## config.mk

```make
export PLATFORM = sky130hd
export DESIGN_NAME = disp_regctrl
export DESIGN_NICKNAME = d
export VERILOG_FILES = /design/src/rtl/disp_regctrl_pkg.sv /design/src/rtl/disp_regctrl.sv
export SDC_FILE = /design/constraint.sdc
export NUM_CORES = 1
export LEC_CHECK = 0
export ABC_AREA = 0
export BUFFER_PORTS_ARGS = -buffer_cell sky130_fd_sc_hd__buf_2
export CORE_ASPECT_RATIO = 0.8
export CORE_MARGIN = 2
export CORE_UTILIZATION = 35
export DETAILED_ROUTE_END_ITERATION = 16
export GPL_TIMING_DRIVEN = 0
export PLACE_DENSITY = 0.57
export SETUP_SLACK_MARGIN = 0.15
export SLEW_MARGIN = 25
export SYNTH_ARGS = -nofsm -noshare
export SYNTH_HDL_FRONTEND = slang
export SYNTH_SLANG_ARGS = --single-unit
```

## constraint.sdc

```tcl
create_clock -name ACLK -period 1.8 [get_ports ACLK]
set_input_delay 0.36 -clock ACLK [delete_from_list [all_inputs] [get_ports ACLK]]
set_output_delay 0.36 -clock ACLK [all_outputs]
set_load 0.05 [all_outputs]
```

## src/rtl/disp_regctrl_pkg.sv

```systemverilog
// Shared definitions for the XGA display register block: register offsets,
// channel FSM state types, response codes and the byte-strobe merge helper.
package disp_regs_pkg;

  // Register word index, taken from address bits [3:2]
  localparam logic [1:0] OFS_DISPADDR = 2'd0;
  localparam logic [1:0] OFS_DISPCTRL = 2'd1;
  localparam logic [1:0] OFS_DISPINT  = 2'd2;
  localparam logic [1:0] OFS_INTEN    = 2'd3;

  localparam logic [1:0]  RESP_OKAY     = 2'b00;
  localparam logic [31:0] DISPADDR_MASK = 32'hFFFF_FFC0;

  typedef enum logic [1:0] {
    WR_IDLE    = 2'd0,
    WR_WAIT_W  = 2'd1,
    WR_WAIT_AW = 2'd2,
    WR_RESP    = 2'd3
  } wr_state_t;

  typedef enum logic {
    RD_IDLE = 1'b0,
    RD_DATA = 1'b1
  } rd_state_t;

  function automatic logic [31:0] merge_bytes(input logic [31:0] old_v,
                                              input logic [31:0] new_v,
                                              input logic [3:0]  strb);
    logic [31:0] res;
    for (int i = 0; i < 4; i++) begin
      res[8*i +: 8] = strb[i] ? new_v[8*i +: 8] : old_v[8*i +: 8];
    end
    return res;
  endfunction

endpackage

```

## src/rtl/disp_regctrl.sv

```systemverilog
// AXI4-Lite register block for the XGA display IP: frame address, display
// enable, VBLANK status with write-1-to-clear, and the VBLANK interrupt.
module disp_regctrl
  import disp_regs_pkg::*;
#(
  parameter int ADDR_W = 4
) (
  input  logic              ACLK,
  input  logic              ARST,
  input  logic [ADDR_W-1:0] S_AXI_AWADDR,
  input  logic              S_AXI_AWVALID,
  output logic              S_AXI_AWREADY,
  input  logic [31:0]       S_AXI_WDATA,
  input  logic [3:0]        S_AXI_WSTRB,
  input  logic              S_AXI_WVALID,
  output logic              S_AXI_WREADY,
  output logic [1:0]        S_AXI_BRESP,
  output logic              S_AXI_BVALID,
  input  logic              S_AXI_BREADY,
  input  logic [ADDR_W-1:0] S_AXI_ARADDR,
  input  logic              S_AXI_ARVALID,
  output logic              S_AXI_ARREADY,
  output logic [31:0]       S_AXI_RDATA,
  output logic [1:0]        S_AXI_RRESP,
  output logic              S_AXI_RVALID,
  input  logic              S_AXI_RREADY,
  input  logic              VBLANK,
  output logic              CLR_VBLANK,
  output logic [31:0]       DISPADDR,
  output logic              DISPON,
  output logic              IRQ
);

  wr_state_t   wr_state_r;
  rd_state_t   rd_state_r;
  logic [1:0]  aw_idx_r;
  logic [31:0] wdata_r;
  logic [3:0]  wstrb_r;
  logic        awready_r;
  logic        wready_r;
  logic        bvalid_r;
  logic        arready_r;
  logic        rvalid_r;
  logic [31:0] rdata_r;
  logic [31:0] dispaddr_r;
  logic        dispon_r;
  logic        inten_r;
  logic        clr_vblank_r;
  logic        irq_r;

  logic        wr_en_s;
  logic [1:0]  wr_idx_s;
  logic [31:0] wr_data_s;
  logic [3:0]  wr_strb_s;
  logic [31:0] rd_mux_s;
  logic        unused_s;

  // Only bits [3:2] of the addresses select a register
  assign unused_s = ^{S_AXI_AWADDR, S_AXI_ARADDR};

  // Pick address/data for the handshake that completes a write this cycle
  always_comb begin
    wr_en_s   = 1'b0;
    wr_idx_s  = S_AXI_AWADDR[3:2];
    wr_data_s = S_AXI_WDATA;
    wr_strb_s = S_AXI_WSTRB;
    case (wr_state_r)
      WR_IDLE: begin
        wr_en_s = S_AXI_AWVALID & S_AXI_WVALID;
      end
      WR_WAIT_W: begin
        wr_en_s  = S_AXI_WVALID;
        wr_idx_s = aw_idx_r;
      end
      WR_WAIT_AW: begin
        wr_en_s   = S_AXI_AWVALID;
        wr_data_s = wdata_r;
        wr_strb_s = wstrb_r;
      end
      default: begin
        wr_en_s = 1'b0;
      end
    endcase
  end

  // Write channel FSM with registered ready/valid outputs
  always_ff @(posedge ACLK) begin
    if (ARST) begin
      wr_state_r <= WR_IDLE;
      awready_r  <= 1'b1;
      wready_r   <= 1'b1;
      bvalid_r   <= 1'b0;
      aw_idx_r   <= 2'd0;
      wdata_r    <= 32'd0;
      wstrb_r    <= 4'd0;
    end else begin
      case (wr_state_r)
        WR_IDLE: begin
          if (wr_en_s) begin
            wr_state_r <= WR_RESP;
            awready_r  <= 1'b0;
            wready_r   <= 1'b0;
            bvalid_r   <= 1'b1;
          end else if (S_AXI_AWVALID) begin
            wr_state_r <= WR_WAIT_W;
            aw_idx_r   <= S_AXI_AWADDR[3:2];
            awready_r  <= 1'b0;
          end else if (S_AXI_WVALID) begin
            wr_state_r <= WR_WAIT_AW;
            wdata_r    <= S_AXI_WDATA;
            wstrb_r    <= S_AXI_WSTRB;
            wready_r   <= 1'b0;
          end
        end
        WR_WAIT_W: begin
          if (wr_en_s) begin
            wr_state_r <= WR_RESP;
            wready_r   <= 1'b0;
            bvalid_r   <= 1'b1;
          end
        end
        WR_WAIT_AW: begin
          if (wr_en_s) begin
            wr_state_r <= WR_RESP;
            awready_r  <= 1'b0;
            bvalid_r   <= 1'b1;
          end
        end
        WR_RESP: begin
          if (S_AXI_BREADY) begin
            wr_state_r <= WR_IDLE;
            awready_r  <= 1'b1;
            wready_r   <= 1'b1;
            bvalid_r   <= 1'b0;
          end
        end
        default: begin
          wr_state_r <= WR_IDLE;
          awready_r  <= 1'b1;
          wready_r   <= 1'b1;
          bvalid_r   <= 1'b0;
        end
      endcase
    end
  end

  // Register file, clear pulse and interrupt
  always_ff @(posedge ACLK) begin
    if (ARST) begin
      dispaddr_r   <= 32'd0;
      dispon_r     <= 1'b0;
      inten_r      <= 1'b0;
      clr_vblank_r <= 1'b0;
      irq_r        <= 1'b0;
    end else begin
      clr_vblank_r <= 1'b0;
      irq_r        <= VBLANK & inten_r;
      if (wr_en_s) begin
        case (wr_idx_s)
          OFS_DISPADDR: dispaddr_r <= merge_bytes(dispaddr_r, wr_data_s, wr_strb_s) & DISPADDR_MASK;
          OFS_DISPCTRL: if (wr_strb_s[0]) dispon_r <= wr_data_s[0];
          OFS_DISPINT:  clr_vblank_r <= wr_strb_s[0] & wr_data_s[0];
          OFS_INTEN:    if (wr_strb_s[0]) inten_r <= wr_data_s[0];
          default:      clr_vblank_r <= 1'b0;
        endcase
      end
    end
  end

  // Read data selection from current register state
  always_comb begin
    rd_mux_s = 32'd0;
    case (S_AXI_ARADDR[3:2])
      OFS_DISPADDR: rd_mux_s = dispaddr_r;
      OFS_DISPCTRL: rd_mux_s = {31'd0, dispon_r};
      OFS_DISPINT:  rd_mux_s = {31'd0, VBLANK};
      OFS_INTEN:    rd_mux_s = {31'd0, inten_r};
      default:      rd_mux_s = 32'd0;
    endcase
  end

  // Read channel FSM; RDATA is captured at the AR handshake and held
  always_ff @(posedge ACLK) begin
    if (ARST) begin
      rd_state_r <= RD_IDLE;
      arready_r  <= 1'b1;
      rvalid_r   <= 1'b0;
      rdata_r    <= 32'd0;
    end else begin
      case (rd_state_r)
        RD_IDLE: begin
          if (S_AXI_ARVALID) begin
            rd_state_r <= RD_DATA;
            arready_r  <= 1'b0;
            rvalid_r   <= 1'b1;
            rdata_r    <= rd_mux_s;
          end
        end
        RD_DATA: begin
          if (S_AXI_RREADY) begin
            rd_state_r <= RD_IDLE;
            arready_r  <= 1'b1;
            rvalid_r   <= 1'b0;
          end
        end
        default: begin
          rd_state_r <= RD_IDLE;
          arready_r  <= 1'b1;
          rvalid_r   <= 1'b0;
        end
      endcase
    end
  end

  assign S_AXI_AWREADY = awready_r;
  assign S_AXI_WREADY  = wready_r;
  assign S_AXI_BVALID  = bvalid_r;
  assign S_AXI_BRESP   = RESP_OKAY;
  assign S_AXI_ARREADY = arready_r;
  assign S_AXI_RVALID  = rvalid_r;
  assign S_AXI_RDATA   = rdata_r;
  assign S_AXI_RRESP   = RESP_OKAY;
  assign CLR_VBLANK    = clr_vblank_r;
  assign DISPADDR      = dispaddr_r;
  assign DISPON        = dispon_r;
  assign IRQ           = irq_r;

endmodule

```

# == Word-level counts from Yosys, hierarchy flattened ==
# Cells that the tools add are included.
# op_classes
n_bitwise,7
reduce_logical,22
n_eq_ne,20
muxes,32
# op_table
op,n
$pmux W32 S4,1
$mux W32,1
$reduce_and A3 Y1,8
$mux W1,15
$eq A2 B2 Y1 const B,6
$mux W2,6
$ne A2 B2 Y1 const B,5
$ne A3 B3 Y1 const B,3
$pmux W1 S3,3
$pmux W1 S2,4
$reduce_and A4 Y1,2
$eq A2 B1 Y1 const B,3
$logic_not A2 Y1,3
$pmux W2 S3,1
$reduce_and A2 Y1,3
$reduce_bool A3 Y1,2
$reduce_or A3 Y1,2
$reduce_and A5 Y1,1
$mux W4,1
$ne A2 B1 Y1 const B,2
$ne A4 B4 Y1 const B,1
$not A1 Y1,4
$and A1 B1 Y1,3
$reduce_or A2 Y1,1
# word_totals
word_cells,100
ff_bits,108
out_inout_bits,76
inputBits,52

# == Depth between registers and ports, before layout ==
# Gate-level depths: netlist of run 1.
# logic_depth
ltp_word,5
depth_mapped,9
depth_no_buf,6

# == Worst setup path after synthesis of run 1 ==
# Ideal clock, no wire load.
# synth_timing
kind,reg-to-reg
startpoint,reg wr_state_r[1]
endpoint,reg dispaddr_r[10] (netlist: DISPADDR[10])
setup_ns,0.059
synth_period_minus_slack_ns,1.865
t_required_ns,1.741
n_path_buf,1
arrival_time_ns,1.806
path_slack_ns,-0.065
path_stages_with_launch,8
cell_sequence,dfxtp_1 > inv_1 > ha_1 > or3_1 > a221oi_4 > and2b_1 > buf_6 > o21a_1
# synth_between
elab_chain_len,4
word_cells_on_any_way,9
cone_classes,eq/ne (2); mux (4); reduce/logical (3)
# synth_rtl
item,line_no,text
from (decl),disp_regctrl.sv:34,wr_state_t wr_state_r;
from (signal assigned),disp_regctrl.sv:89,wr_state_r <= WR_IDLE;
from (signal assigned),disp_regctrl.sv:100,wr_state_r <= WR_RESP;
from (signal assigned),disp_regctrl.sv:105,wr_state_r <= WR_WAIT_W;
$eq A2 B1 Y1,disp_regctrl.sv:67,case (wr_state_r)
$mux W2,disp_regctrl.sv:67,
$logic_not A2 Y1,disp_regctrl.sv:159,case (wr_idx_s)
$reduce_and A3 Y1 (no line),n/a,
to (signal assigned),disp_regctrl.sv:160,"OFS_DISPADDR: dispaddr_r <= merge_bytes(dispaddr_r, wr_data_s, wr_strb_s) & DISPADDR_MASK;"
to (decl),disp_regctrl.sv:45,logic [31:0] dispaddr_r;
# Several ways; a longest one is shown, not always the timed one.
# A chain may end at the register's enable or synchronous reset.

# == Worst setup path after layout of run 1 ==
# layout_timing
startpoint,reg wr_state_r[0]
endpoint,reg awready_r (netlist: S_AXI_AWREADY)
# layout_between
elab_chain_len,4
word_cells_on_any_way,12
cone_classes,eq/ne (6); mux (3); reduce/logical (3)
# layout_rtl
item,line_no,text
$eq A2 B2 Y1 (tied with other cells),"disp_regctrl.sv:67, disp_regctrl.sv:97",
$pmux W1 S3,disp_regctrl.sv:67,
$ne A3 B3 Y1 (no line) (tied with other cells),n/a,
$reduce_and A4 Y1 (no line) / $pmux W1 S3 (equally long branches),n/a,
to (signal assigned),disp_regctrl.sv:90,awready_r <= 1'b1;
to (signal assigned),disp_regctrl.sv:101,awready_r <= 1'b0;
to (signal assigned),disp_regctrl.sv:107,awready_r <= 1'b0;
to (decl),disp_regctrl.sv:39,logic awready_r;
# Several ways; a longest one is shown, not always the timed one.

==> results by group, run 1 <==
Worst setup path
  – CP peak stage delay: 0.36 ns
  – Crit. Startpoint: wr_state_r[0]
  – R2r startpoint: wr_state_r[0]
  – CP Class: reg -> reg
  – Worst endpoint required time: 2.04 ns
  – Setup crit end kind: flop
  – Worst-path cell chain: inv_2, ha_1, buf_6, a22oi_4, buf_6, a21oi_2, o21bai_1, a221o_1
  – Delay-heaviest family, CP: compound AO/OA/AOI/OAI gates
  – Critical Path Most Common Cell: buf_6
  – Crit Reg-Reg Endpoint: S_AXI_AWREADY
  – Worst EP arrival: 2.13 ns
  – FF-to-FF path depth: 8
  – Slowest stage cell on the critical path: dfxtp_4
  – R2r setup slk: -0.09 ns
  – Crit path max fanout: 6
  – Type of origin of the critical path: flop
  – CP bufs+invs: 3

Logic synthesis
  – Mux cell area share after synthesis: 2.48%
  – Yosys reg bits: 98
  – Synth Flop Type: dfxtp_1
  – Yosys cell types: 43
  – Largest family of logic cells by synthesized area: compound AO/OA/AOI/OAI gates
  – Adder-cell area share of the yosys netlist: 1.40%
  – Simple-gate share of the synthesized area: 20.3%
  – Synth Instances: 515
  – Synthesized area: 4480 sq um
  – Synth top area share: 43.8%
  – XOR/XNOR Fraction of Synth Area: 0%
  – Synth area leader: dfxtp_1
  – Post-synthesis sequential area ratio: 43.8%
  – Synth warnings: 0
  – Count of flip-flops with a built-in enable after synthesis: 0
  – Syn_area_per_cell: 8.70 sq um
  – FFs w/ async S/R, synth: 0%
  – Top cells by area, synth: dfxtp_1 (44%), a21oi_1 (6.9%), nand2_1 (5.6%)
  – Post-synthesis compound-gate area fraction: 22.7%

Run
  – Max_cap viols: 0

Power
  – Combinational power share: 36.2%
  – Switching share of power: 36.3%
  – P per Cell Area: 1200 nW/um^2
  – Power Internal: 4490 uW
  – VDD IR max: 0.579 mV
  – Sequential power share: 36.0%
  – Clock power share: 27.8%
  – Leakage: 0.00255 uW
  – Psw: 2570 uW

Routing
  – Routed wire length: 12,600 um
  – Number of remaining DRC errors: 0
  – Post-DRT Antenna Nets: 0
  – Vias: 4,033
  – Via density: 4.81
  – DRT iter0 DRCs: 285
  – WL per Instance: 15.0 um
  – Drt first pass iters: 4

Clocking
  – H-tree levels: 3
  – Clk Tree Root Cell: clkbuf_16
  – CTS Buf Count: 9
  – Clock Sink Count: 98
  – Reg clk slew, reported paths: 0.07 ns
  – CTS tree: built
  – CTS Hold Bufs: 0
  – Worst-Skew Late Latency: 0.35 ns
  – Largest buffer count on any clock path: 2

Timing
  – Worst slew pin tran: 0.562 ns
  – Fmax: 0.529 GHz
  – RSZ-0062 raised after global routing: true
  – Worst Skew: 0.00729 ns
  – Final hold violation count: 0
  – WHS: 0.230 ns
  – Fin. max-slew vios: 0
  – Slew margin rel.: 62.5%
  – Fin worst setup slack: -0.0910 ns
  – Final Critical Period: 1.89 ns
  – Period utilization: 105%
  – # setup viols final: 30

Outcome
  – Status: complete, but fails checks
  – Failing checks: negative setup slack

Layout
  – Most common cell after layout, fill and taps aside: buf_2
  – Layout cell share with drive strength beyond 1: 30.7%
  – Antenna Cells: 0
  – Final Cell Area: 5900 sq um
  – P&R area growth vs syn: 31.6%
  – Nets: 719
  – Commonest cells after routing, fill and taps aside: buf_2 (106), dfxtp_1 (96), nand2_1 (67), a21oi_1 (61), nor2_1 (38)
  – Fillers: 1,222

Global routing
  – Grt ovf: 0
  – Initial antenna violation count: 1
  – Total GRT Usage: 18.2%
  – Largest net degree at the start of global routing: 17
  – First-pass GRT wire length: 19,300 um
  – Vias in the first global route: 3,648

Min path
  – Worst Hold Depth: 3
  – Hold Crit Start: VBLANK
  – Worst Hold End: IRQ
  – Worst min path class: in -> reg

Die
  – Die area: 13,700 sq um
  – Ports: 128
  – Die X: 131 um
  – Initial core utilization: 36.3%
  – FP Rows: 36
  – Core box area: 12,300 sq um
  – Die height: 105 um

Placement
  – Port Buffers: 102
  – Placed inst area: 5290 sq um
  – Pre-CTS setup slack: -0.286 ns
  – Post-DP HPWL: 9140 um
  – RePlAce Congestion: 0.788
flip-flops by register name, summed over array words and instances, names as in the netlist:
signal	count
wdata_r	27
S_AXI_ARREADY	1
S_AXI_RVALID	1
DISPON	1
S_AXI_RDATA	27
CLR_VBLANK	1
DISPADDR	26
S_AXI_WREADY	1
IRQ	1
S_AXI_BVALID	1
wr_state_r	2
inten_r	1
aw_idx_r	2
rd_state_r	1
wstrb_r	4
S_AXI_AWREADY	1
layout make-up:
| type | instances | area [sq um] | share of cell area (%) |
|---|---|---|---|
| Clock inverter | 5 | 61.3 | 1.04 |
| Sequential cell | 98 | 1970 | 33.4 |
| Timing Repair Buffer | 122 | 699 | 11.9 |
| Inverter | 5 | 21.3 | 0.361 |
| Buffer | 55 | 439 | 7.44 |
| Multi-Input combinational cell | 371 | 2250 | 38.2 |
| Tap cell | 171 | 214 | 3.63 |
| Clock buffer | 11 | 243 | 4.11 |
synth_stat cells (5+ instances only):
cell type,n
o21a_1,24
mux2i_1,10
a21oi_1,62
buf_4,15
clkbuf_1,21
o21ai_0,30
nand2_1,67
nor2b_1,5
clkbuf_8,6
dfxtp_1,98
a22oi_1,26
nand3b_1,25
nor2_1,38
ha_1,5
buf_2,5
inv_1,5
buf_6,7
nand2b_1,28
worst register-to-register path, cell delays in order, from the launching register on:
cell,delay [ns]
dfxtp_4,0.36
inv_2,0.09
ha_1,0.16
buf_6,0.14
a22oi_4,0.11
buf_6,0.14
a21oi_2,0.32
o21bai_1,0.12
a221o_1,0.35
timing repair:
action                     CTS  global route
setup endpoints to repair   87            75
buffers inserted             7            11
gates cloned                 0             2
resized for setup           23            29
pin swaps                    5            14
worst max-delay path by stage:
stage	slack [ns]	end	depth (start not counted)
after global routing	-0.17	S_AXI_AWREADY	8
after CTS	-0.08	DISPADDR[30]	8
after floorplan	0.03	DISPADDR[10]	7
final	-0.09	S_AXI_AWREADY	8
after global placement	-0.27	DISPADDR[23]	8
after detailed placement	-0.29	DISPADDR[25]	8
per-layer routing:
metal / global-route usage (%) / vias up / part of all wire, %
met5: 0 / - / 0
met4: 5.24 / 0 / 0.75
met3: 4.57 / 6 / 5.8
met2: 27.2 / 106 / 44
met1: 25.9 / 1874 / 49
li1: - / 2047 / -
power by group through the flow:
stage	Sequential, uW	Combinational, uW	Clock (uW)
after floorplan	2940	1240	0
after global placement	2580	2130	0
after detailed placement	2590	2150	0
after CTS	2540	2270	2020
after global routing	2570	2750	2110
final	2540	2550	1960
logic make-up (layout without fill, tap and decap cells):
family                   Yosys count  in the layout
AND/OR/NAND/NOR                  180            180
AO/OA/AOI/OAI                    160            160
flip-flops                        98             98
buffers and inverters             60            198
multiplexers                      11             11
adder cells (fa/ha/maj)            5              5
other                              1             15
stage by stage:
stage,instances,TNS [ns],power (uW),util [%]
finish,838,-1.53,7060,47.8
global route,838,-3.85,7430,47.8
CTS,825,-1.61,6830,46.2
detailed placement,802,-12.29,4740,42.8
global placement,802,-11.08,4710,42.8
floorplan,529,0,4180,-
Power figures use the tool's default switching activity.
==> run 2, diff against run 1 <==
- CTS_CLUSTER_SIZE: unset -> 24
- GPL_TIMING_DRIVEN: 0 -> unset
==> results by group, run 2 (synthesized netlist as in run 1, its figures left out) <==
Timing
  – Period utilization: 102% (-2.9 points)
  – Final hold violation count: 0 (unchanged)
  – Worst Skew: 0.00823 ns (+0.000940 ns)
  – RSZ-0062 raised after global routing: true
  – Final Critical Period: 1.84 ns (-0.0516 ns)
  – Fmax: 0.544 GHz (+2.8%)
  – Fin. max-slew vios: 0 (unchanged)
  – Fin worst setup slack: -0.0394 ns (+0.0516 ns)
  – # setup viols final: 22 (-27%)

Placement
  – Post-DP HPWL: 7940 um (-13%)
  – Port Buffers: 103 (+0.98%)
  – RePlAce Congestion: 0.816 (+3.6%)
  – Number of placed cells counting well taps: 776 (-3.2%)

Global routing
  – Vias in the first global route: 3,465 (-5.0%)
  – Grt ovf: 0 (unchanged)
  – Largest net degree at the start of global routing: 88 (+71)
  – First-pass GRT wire length: 17,700 um (-8.4%)
  – Total GRT Usage: 16.4% (-1.8 points)
  – Initial antenna violation count: 3 (+2)

Routing
  – WL per Instance: 14.9 um (-0.98%)
  – Number of remaining DRC errors: 0 (unchanged)
  – Routed wire length: 11,900 um (-5.3%)
  – Post-DRT Antenna Nets: 0 (unchanged)
  – DRT iter0 DRCs: 189 (-34%)
  – Drt first pass iters: 5 (+1)
  – Via density: 4.86 (+0.88%)
  – Vias: 3,889 (-3.6%)

Run
  – Max_cap viols: 0 (unchanged)

Min path
  – Worst min path class: in -> reg
  – Hold Crit Start: VBLANK
  – Worst Hold End: IRQ
  – Worst Hold Depth: 3 (unchanged)

Worst setup path
  – Worst endpoint required time: 2.09 ns (+0.05 ns)
  – FF-to-FF path depth: 6 (-2)
  – Worst EP arrival: 2.13 ns (about the same)
  – Setup crit end kind: flop
  – Crit Reg-Reg Endpoint: DISPADDR[16]
  – CP Class: reg -> reg
  – R2r startpoint: wr_state_r[0]
  – R2r setup slk: -0.04 ns (+0.05 ns)
  – Type of origin of the critical path: flop
  – Crit path max fanout: 9 (+3)

Power
  – VDD IR max: 0.718 mV (+24%)
  – P per Cell Area: 1230 nW/um^2 (+2.5%)
  – Leakage: 0.00244 uW (-4.5%)

Layout
  – Antenna Cells: 0 (unchanged)
  – Commonest cells after routing, fill and taps aside: buf_2 (103), dfxtp_1 (96), nand2_1 (56), a21oi_1 (56), nor2_1 (38)
  – Most common cell after layout, fill and taps aside: buf_2
  – Nets: 682 (-5.1%)
  – Layout cell share with drive strength beyond 1: 31.1% (+0.38 points)
  – P&R area growth vs syn: 29.4%
  – Final Core Density: 47.0% (-0.80 points)
  – Finished Layout Cells: 801 (-4.4%)

Outcome
  – Status: complete, but fails checks
  – Failing checks: negative setup slack

Clocking
  – Reg clk slew, reported paths: 0.07 ns (about the same)
  – Clock Sink Count: 98 (unchanged)
  – Worst-Skew Late Latency: 0.35 ns (about the same)
  – CTS tree: built
  – Clk Tree Root Cell: clkbuf_16
  – Largest buffer count on any clock path: 2 (unchanged)
  – CTS Buf Count: 9 (unchanged)
  – H-tree levels: 3 (unchanged)

Die
  – FP Rows: 36 (unchanged)
  – Die area: 13,700 sq um (unchanged)
  – Die X: 131 um (unchanged)
  – Initial core utilization: 36.3% (unchanged)
  – Ports: 128 (unchanged)
  – Die height: 105 um (unchanged)
  – Core box area: 12,300 sq um (unchanged)
run 2: area by class of cell:
type                    count  area, sq um
fillers                  1219         6540
clock inverters             6         75.1
inverters                   5         26.3
multi-input cells         371         2340
well taps                 171          214
repair buffers            140          948
clock buffers              10          229
flip-flops and latches     98         1970
run 2: per-stage QoR:
stage,total power (uW),instance area [sq um],hold WS (ns),setup slack [ns],TNS [ns]
floorplan,4180,4560,0.429,0.0302,0
global placement,4730,5170,0.436,-0.0827,-3.86
detailed placement,4760,5170,0.441,-0.145,-6.17
CTS,6810,5520,0.219,-0.0409,-0.526
global route,7470,5800,0.233,-0.102,-2.02
finish,7110,5800,0.233,-0.0394,-0.423
run 2: layer usage:
| layer | track usage, % | vias to the layer above | wire (um) |
|---|---|---|---|
| met2 | 23.0 | 93 | 5310 |
| met1 | 23.5 | 1797 | 5690 |
| met4 | 3.80 | 6 | 81 |
| li1 | - | 1983 | - |
| met5 | 0 | - | 44 |
| met3 | 6.45 | 10 | 789 |
run 2: worst max path at each step:
| stage | endpoint | depth (start not counted) | slack, ns | start |
|---|---|---|---|---|
| after floorplan | DISPADDR[10] | 7 | 0.03 | wr_state_r[1] |
| after global placement | DISPADDR[15] | 7 | -0.08 | wr_state_r[1] |
| after detailed placement | wdata_r[16] | 9 | -0.15 | wr_state_r[0] |
| after CTS | wdata_r[9] | 9 | -0.04 | wr_state_r[0] |
| after global routing | DISPADDR[18] | 7 | -0.10 | wr_state_r[0] |
| final | DISPADDR[16] | 6 | -0.04 | wr_state_r[0] |
run 2: critical path, cell delays in order, from the launching register on:
cell	delay [ns]
dfxtp_4	0.41
ha_4	0.17
or3b_4	0.40
a221oi_4	0.28
buf_12	0.16
and2b_2	0.23
o21a_1	0.14
run 2: repair_timing:
| item | 4_1_cts | 5_1_grt |
|---|---|---|
| gates resized for setup | 12 | 38 |
| setup endpoints to repair | 63 | 64 |
| hold buffers | 0 | 0 |
| pin swaps | 1 | 10 |
| cloned | 0 | 5 |
| buffers inserted | 1 | 3 |
run 2: power by group:
group / internal (uW) / leakage, uW / switching [uW]
Combinational: 1050 / 0.00150 / 1530
Sequential: 2390 / 0.000796 / 178
Clock: 1100 / 0.000145 / 868
